`src/rtl/fetch_queue_if.sv`:
```
// Fetch-to-decode handshake bundle for fetch_queue.
// slave is the queue side, master is the fetch/decode/execute side.
interface fetch_queue_if #(
    parameter int ADDRESS_WIDTH = 32,
    parameter int DATA_WIDTH    = 32,
    parameter int DEPTH         = 4
);
    localparam int CW = $clog2(DEPTH + 1);

    logic                     flush;
    logic                     in_valid;
    logic                     in_ready;
    logic [DATA_WIDTH-1:0]    in_instr;
    logic [ADDRESS_WIDTH-1:0] in_pc;
    logic                     out_valid;
    logic                     out_ready;
    logic [DATA_WIDTH-1:0]    out_instr;
    logic [ADDRESS_WIDTH-1:0] out_pc;
    logic [ADDRESS_WIDTH-1:0] out_pcplus4;
    logic [CW-1:0]            count;

    modport master (
        output flush, in_valid, in_instr, in_pc, out_ready,
        input  in_ready, out_valid, out_instr, out_pc,
        input  out_pcplus4, count
    );

    modport slave (
        input  flush, in_valid, in_instr, in_pc, out_ready,
        output in_ready, out_valid, out_instr, out_pc,
        output out_pcplus4, count
    );
endinterface

```
`src/rtl/fetch_queue.sv`:
```
// Circular {instr, pc} buffer between fetch and decode; NOP when empty.
// Define FETCH_QUEUE_BYPASS_EN for a zero-latency path through an empty queue.
module fetch_queue #(
    parameter int ADDRESS_WIDTH = 32,
    parameter int DATA_WIDTH    = 32,
    parameter int DEPTH         = 4
) (
    input logic           clk,
    input logic           rst,
    fetch_queue_if.slave  bus
);
    localparam int PW = $clog2(DEPTH);
    localparam int CW = $clog2(DEPTH + 1);
    localparam logic [CW-1:0] FULL = CW'(DEPTH);
    localparam logic [DATA_WIDTH-1:0] NOP = DATA_WIDTH'(32'h0000_0013);

    typedef struct packed {
        logic [DATA_WIDTH-1:0]    instr;
        logic [ADDRESS_WIDTH-1:0] pc;
    } entry_t;

    entry_t            mem [DEPTH];
    entry_t            head;
    logic [PW-1:0]     rdPtr;
    logic [PW-1:0]     wrPtr;
    logic [CW-1:0]     cnt;
    logic              empty;
    logic              full;
    logic              bypass;
    logic              push;
    logic              pop;

    always_comb begin
        empty  = (cnt == '0);
        full   = (cnt == FULL);
        head   = mem[rdPtr];
        bypass = 1'b0;
`ifdef FETCH_QUEUE_BYPASS_EN
        bypass = empty && bus.in_valid && !bus.flush;
`endif
        // A bypassed instruction taken by decode never enters storage
        push = bus.in_valid && !full && !bus.flush
               && !(bypass && bus.out_ready);
        pop  = !empty && bus.out_ready && !bus.flush;
    end

    assign bus.in_ready  = !full;
    assign bus.out_valid = !empty || bypass;
    assign bus.count     = cnt;

    always_comb begin
        bus.out_instr   = NOP;
        bus.out_pc      = '0;
        bus.out_pcplus4 = '0;
        unique case (1'b1)
            !empty: begin
                bus.out_instr   = head.instr;
                bus.out_pc      = head.pc;
                bus.out_pcplus4 = head.pc + ADDRESS_WIDTH'(4);
            end
            bypass: begin
                bus.out_instr   = bus.in_instr;
                bus.out_pc      = bus.in_pc;
                bus.out_pcplus4 = bus.in_pc + ADDRESS_WIDTH'(4);
            end
            default: ;
        endcase
    end

    always_ff @(posedge clk or posedge rst) begin
        if (rst) begin
            rdPtr <= '0;
            wrPtr <= '0;
            cnt   <= '0;
        end else if (bus.flush) begin
            rdPtr <= '0;
            wrPtr <= '0;
            cnt   <= '0;
        end else begin
            if (push) wrPtr <= wrPtr + PW'(1);
            if (pop)  rdPtr <= rdPtr + PW'(1);
            unique case (1'b1)
                push && !pop: cnt <= cnt + CW'(1);
                pop && !push: cnt <= cnt - CW'(1);
                default: ;
            endcase
        end
    end

    always_ff @(posedge clk) begin
        if (push) mem[wrPtr] <= '{instr: bus.in_instr, pc: bus.in_pc};
    end

    always_ff @(posedge clk) begin
        if (!rst) begin
            assert (cnt <= FULL);
            assert (!(pop && empty));
            assert (!(push && !pop && full));
        end
    end
endmodule

```
`src/flat_wrapper.sv`:
```
// flat-port wrapper written by rule: the top's interface ports become plain ports
module fetch_queue_flat 
#(
    parameter int ADDRESS_WIDTH = 32,
    parameter int DATA_WIDTH    = 32,
    parameter int DEPTH         = 4
)
  (clk, rst, bus_flush, bus_in_valid, bus_in_instr, bus_in_pc, bus_out_ready, bus_in_ready, bus_out_valid, bus_out_instr, bus_out_pc, bus_out_pcplus4, bus_count);
  fetch_queue_if #(.ADDRESS_WIDTH(ADDRESS_WIDTH), .DATA_WIDTH(DATA_WIDTH), .DEPTH(DEPTH)) bus_i ();
  input logic clk;
  input logic rst;
  input wire logic [$bits(bus_i.flush)-1:0] bus_flush;
  input wire logic [$bits(bus_i.in_valid)-1:0] bus_in_valid;
  input wire logic [$bits(bus_i.in_instr)-1:0] bus_in_instr;
  input wire logic [$bits(bus_i.in_pc)-1:0] bus_in_pc;
  input wire logic [$bits(bus_i.out_ready)-1:0] bus_out_ready;
  output wire logic [$bits(bus_i.in_ready)-1:0] bus_in_ready;
  output wire logic [$bits(bus_i.out_valid)-1:0] bus_out_valid;
  output wire logic [$bits(bus_i.out_instr)-1:0] bus_out_instr;
  output wire logic [$bits(bus_i.out_pc)-1:0] bus_out_pc;
  output wire logic [$bits(bus_i.out_pcplus4)-1:0] bus_out_pcplus4;
  output wire logic [$bits(bus_i.count)-1:0] bus_count;
  assign bus_i.flush = bus_flush;
  assign bus_i.in_valid = bus_in_valid;
  assign bus_i.in_instr = bus_in_instr;
  assign bus_i.in_pc = bus_in_pc;
  assign bus_i.out_ready = bus_out_ready;
  assign bus_in_ready = bus_i.in_ready;
  assign bus_out_valid = bus_i.out_valid;
  assign bus_out_instr = bus_i.out_instr;
  assign bus_out_pc = bus_i.out_pc;
  assign bus_out_pcplus4 = bus_i.out_pcplus4;
  assign bus_count = bus_i.count;
  fetch_queue #(.ADDRESS_WIDTH(ADDRESS_WIDTH), .DATA_WIDTH(DATA_WIDTH), .DEPTH(DEPTH)) u_core (.clk(clk), .rst(rst), .bus(bus_i));
endmodule
```
`config.mk`:
```
export PLATFORM = sky130hd
export DESIGN_NAME = fetch_queue_flat
export DESIGN_NICKNAME = d
export VERILOG_FILES = /design/src/rtl/fetch_queue_if.sv /design/src/rtl/fetch_queue.sv /design/src/flat_wrapper.sv
export SDC_FILE = /design/constraint.sdc
export NUM_CORES = 1
export LEC_CHECK = 0
export ABC_CLOCK_PERIOD_IN_PS = 5100
export CAP_MARGIN = 20
export CORE_UTILIZATION = 58
export CTS_BUF_LIST = sky130_fd_sc_hd__clkbuf_8 sky130_fd_sc_hd__clkbuf_16
export DETAILED_ROUTE_END_ITERATION = 12
export PLACE_DENSITY = 0.85
export SLEW_MARGIN = 0
export SYNTH_ARGS = -nofsm -noshare
export SYNTH_HDL_FRONTEND = slang
export SYNTH_SLANG_ARGS = --single-unit
export TNS_END_PERCENT = 10
```
`constraint.sdc`:
```
create_clock -name clk -period 5.1 [get_ports clk]
set_input_delay 1.02 -clock clk [delete_from_list [all_inputs] [get_ports clk]]
set_output_delay 1.02 -clock clk [all_outputs]
set_load 0.02 [all_outputs]
```
==> metrics.yaml <==
status: "finished clean"
path_buf_inv: 1
io-pin-count: 170
numCtsBuffers: 25
cp_max_fo: 20
die_h_um: 140
antenna_found_initial: 1
avgViaCountPerCell: 5.89
finalCritPeriodShare: 0.965
area_delta_synth_final_pct: 24.5
hpwl_um: 13000
holdWs_ns: 0.627
htree_levels: 1
overflow: 0
path_delay_family: "simple AND/OR/NAND/NOR gates"
insertion_delay_ns: 0.51
cp_slowest_cell: "dfrtp_4"
ant_nets: 0
fin_nets: 830
required_ns: 4.08
worstSetupEndpointType: "output port"
num_rows: 50
period_needed_ns: 4.92
grt_use_total: 0.223
ys_ff_latch: 263
setup_viol: 0
drcViolationCount: 0
synthFlopType: "edfxtp_1"
cp.arrival_ns: 3.90
ys_warn_count: 0
clkSinkCount: 263
path_cells: "mux4_2 > ha_1 > nand2_1 > o22a_1 > or3_4 > or4_1 > a21oi_1 > clkdlybuf4s50_1"
initialDrtViolationCount: 320
coreArea_sq_um: 18700
clk_pin_slew_worst_paths_ns: 0.06
syn-num-nets: 658
firstDrtPassIters: 5
ir_drop_mv: 0.392
ys_types: 49
synth-seq-area-share: 0.712
route.vias.total: 5930
max_stage_delay_ns: 0.62
port_buffers: 169
netlist_area_sq_um: 11000
tns_ns: 0
cts-root-buf: "clkbuf_16"
cts_tree: "done"
initial_core_util: 0.591
fillCellCount: 1068
synth_edf_count: 256
maxSlewViolCount: 0
clockBufferDepth: 3
wl_per_cell_um: 21.4
synth_cells: 583
die_area_sq_um: 19600
avgSynthCellArea_sq_um: 19.0
clock_skew_ns: 0.0133
die_w_um: 140
critPathLaunchType: "flip-flop"
worstMarginPinSlew_ns: 0.992
drt_wl_total_um: 21600
rsz0062_at_grt: "false"
drive_above_1_share: 0.166
powerDensity_nw_per_um2: 568
finalHoldViolCount: 0
gp_congestion: 0.921
async_flop_share: 0.0266
max_freq_mhz: 203
power_leakage_uw: 0.00443
hold_path_class: "reg2reg"
drv_cap: 0
max_slew_margin: 0.338
grt_max_degree: 65
grt_pass1_vias: 6145
grt_pass1_wl_um: 33200
crit_type: "reg2out"
==> through the flow <==
stage	power, uW	utilization	worst slack (ns)	cell area (sq um)	std cells
2_1_floorplan	4680	-	1.19	11000	583
3_3_place_gp	5970	0.689	0.602	12900	961
3_5_place_dp	6010	0.689	0.594	12900	961
4_1_cts	7850	0.733	0.0403	13700	1005
5_1_grt	8140	0.735	0.0584	13800	1007
6_report	7810	0.735	0.180	13800	1007
==> layout make-up <==
| class | count | area (sq um) | area share |
|---|---|---|---|
| multi-input cells | 284 | 2980 | 0.216 |
| clock buffers | 32 | 733 | 0.0533 |
| clock inverters | 12 | 104 | 0.00755 |
| inverters | 7 | 26.3 | 0.00191 |
| repair buffers | 174 | 1750 | 0.127 |
| diodes | 1 | 2.50 | 0.000182 |
| well taps | 234 | 293 | 0.0213 |
| flip-flops and latches | 263 | 7870 | 0.572 |
==> power by group <==
group	switching [uW]	internal [uW]
combinational	1790	1570
sequential	94.4	2540
clock	720	1110
==> state kept, by name, summed over array words and instances (netlist names) <==
signal / flops
u_core.wrPtr: 2
u_core.mem: 256
u_core.bus.count: 3
u_core.rdPtr: 2
==> worst min-delay path, stage by stage, from the launching register on <==
cell	delay [ns]
dfrtp_1	0.42
nand2_1	0.08
a21oi_1	0.07
==> what timing repair did <==
action,CTS,global route
resized for setup,0,1
hold buffers,0,0
buffers inserted,0,1
endpoints found under the setup margin,0,2
==> synthesized netlist by cell type, types with 6 or more instances <==
| cell | count | area, sq um |
|---|---|---|
| mux2_2 | 6 | 67.6 |
| nand2_1 | 11 | 41.3 |
| mux4_2 | 51 | 1150 |
| a21oi_1 | 7 | 35.0 |
| nand3_1 | 11 | 55.1 |
| and2_1 | 62 | 388 |
| xor2_1 | 9 | 78.8 |
| nor2_1 | 34 | 128 |
| nor4_1 | 7 | 43.8 |
| xnor2_1 | 8 | 70.1 |
| nor3_1 | 6 | 30.0 |
| dfrtp_1 | 7 | 175 |
| clkbuf_1 | 12 | 45.0 |
| mux4_1 | 13 | 342 |
| inv_1 | 7 | 26.3 |
| edfxtp_1 | 256 | 7690 |
==> kinds of logic after synthesis <==
logic type               after synthesis  synth area share
AND/OR/NAND/NOR                      168            0.0891
XOR/XNOR                              17            0.0135
adder cells (fa/ha/maj)                6           0.00747
flip-flops                           263             0.712
multiplexers                          79             0.150
buffers and inverters                 36            0.0207
AO/OA/AOI/OAI                         14           0.00781
==> cells in the final DEF, fill, tap and decap left out, types with 6 or more instances in the layout <==
cell type	instances
mux4_2	51
nor2_1	34
inv_1	10
and2_1	58
edfxtp_1	256
nand2_1	11
clkbuf_8	6
clkbuf_16	26
a21oi_1	7
clkdlybuf4s50_1	169
nor4_1	6
mux2_2	6
xnor2_1	8
xor2_1	9
nand3_1	11
mux4_1	13
==> final timing paths <==
check / depth (start not counted) / slack [ns] / start / endpoint
worst min register to register: 2 / 0.63 / u_core.wrPtr[1] / u_core.wrPtr[1]
worst max-delay path: 8 / 0.18 / u_core.rdPtr[0] / bus_out_pcplus4[16]
worst max register to register: 4 / 2.75 / u_core.bus.count[0] / u_core.mem[1][30]
min in group asynchronous: 2 / 0.75 / rst / u_core.rdPtr[1]
max in group asynchronous: 2 / 4.10 / rst / u_core.rdPtr[0]
worst min-delay path: 2 / 0.63 / u_core.wrPtr[1] / u_core.wrPtr[1]
==> routing by layer <==
layer  GRT usage  wire [um]  vias to the layer above
met5           0          0                        -
met4      0.0607        348                        0
met3      0.0482       1510                       32
met2       0.382      10800                      228
met1       0.291       8940                     2992
li1            -          -                     2678
Note: power is estimated with default switching activity, not from simulation.
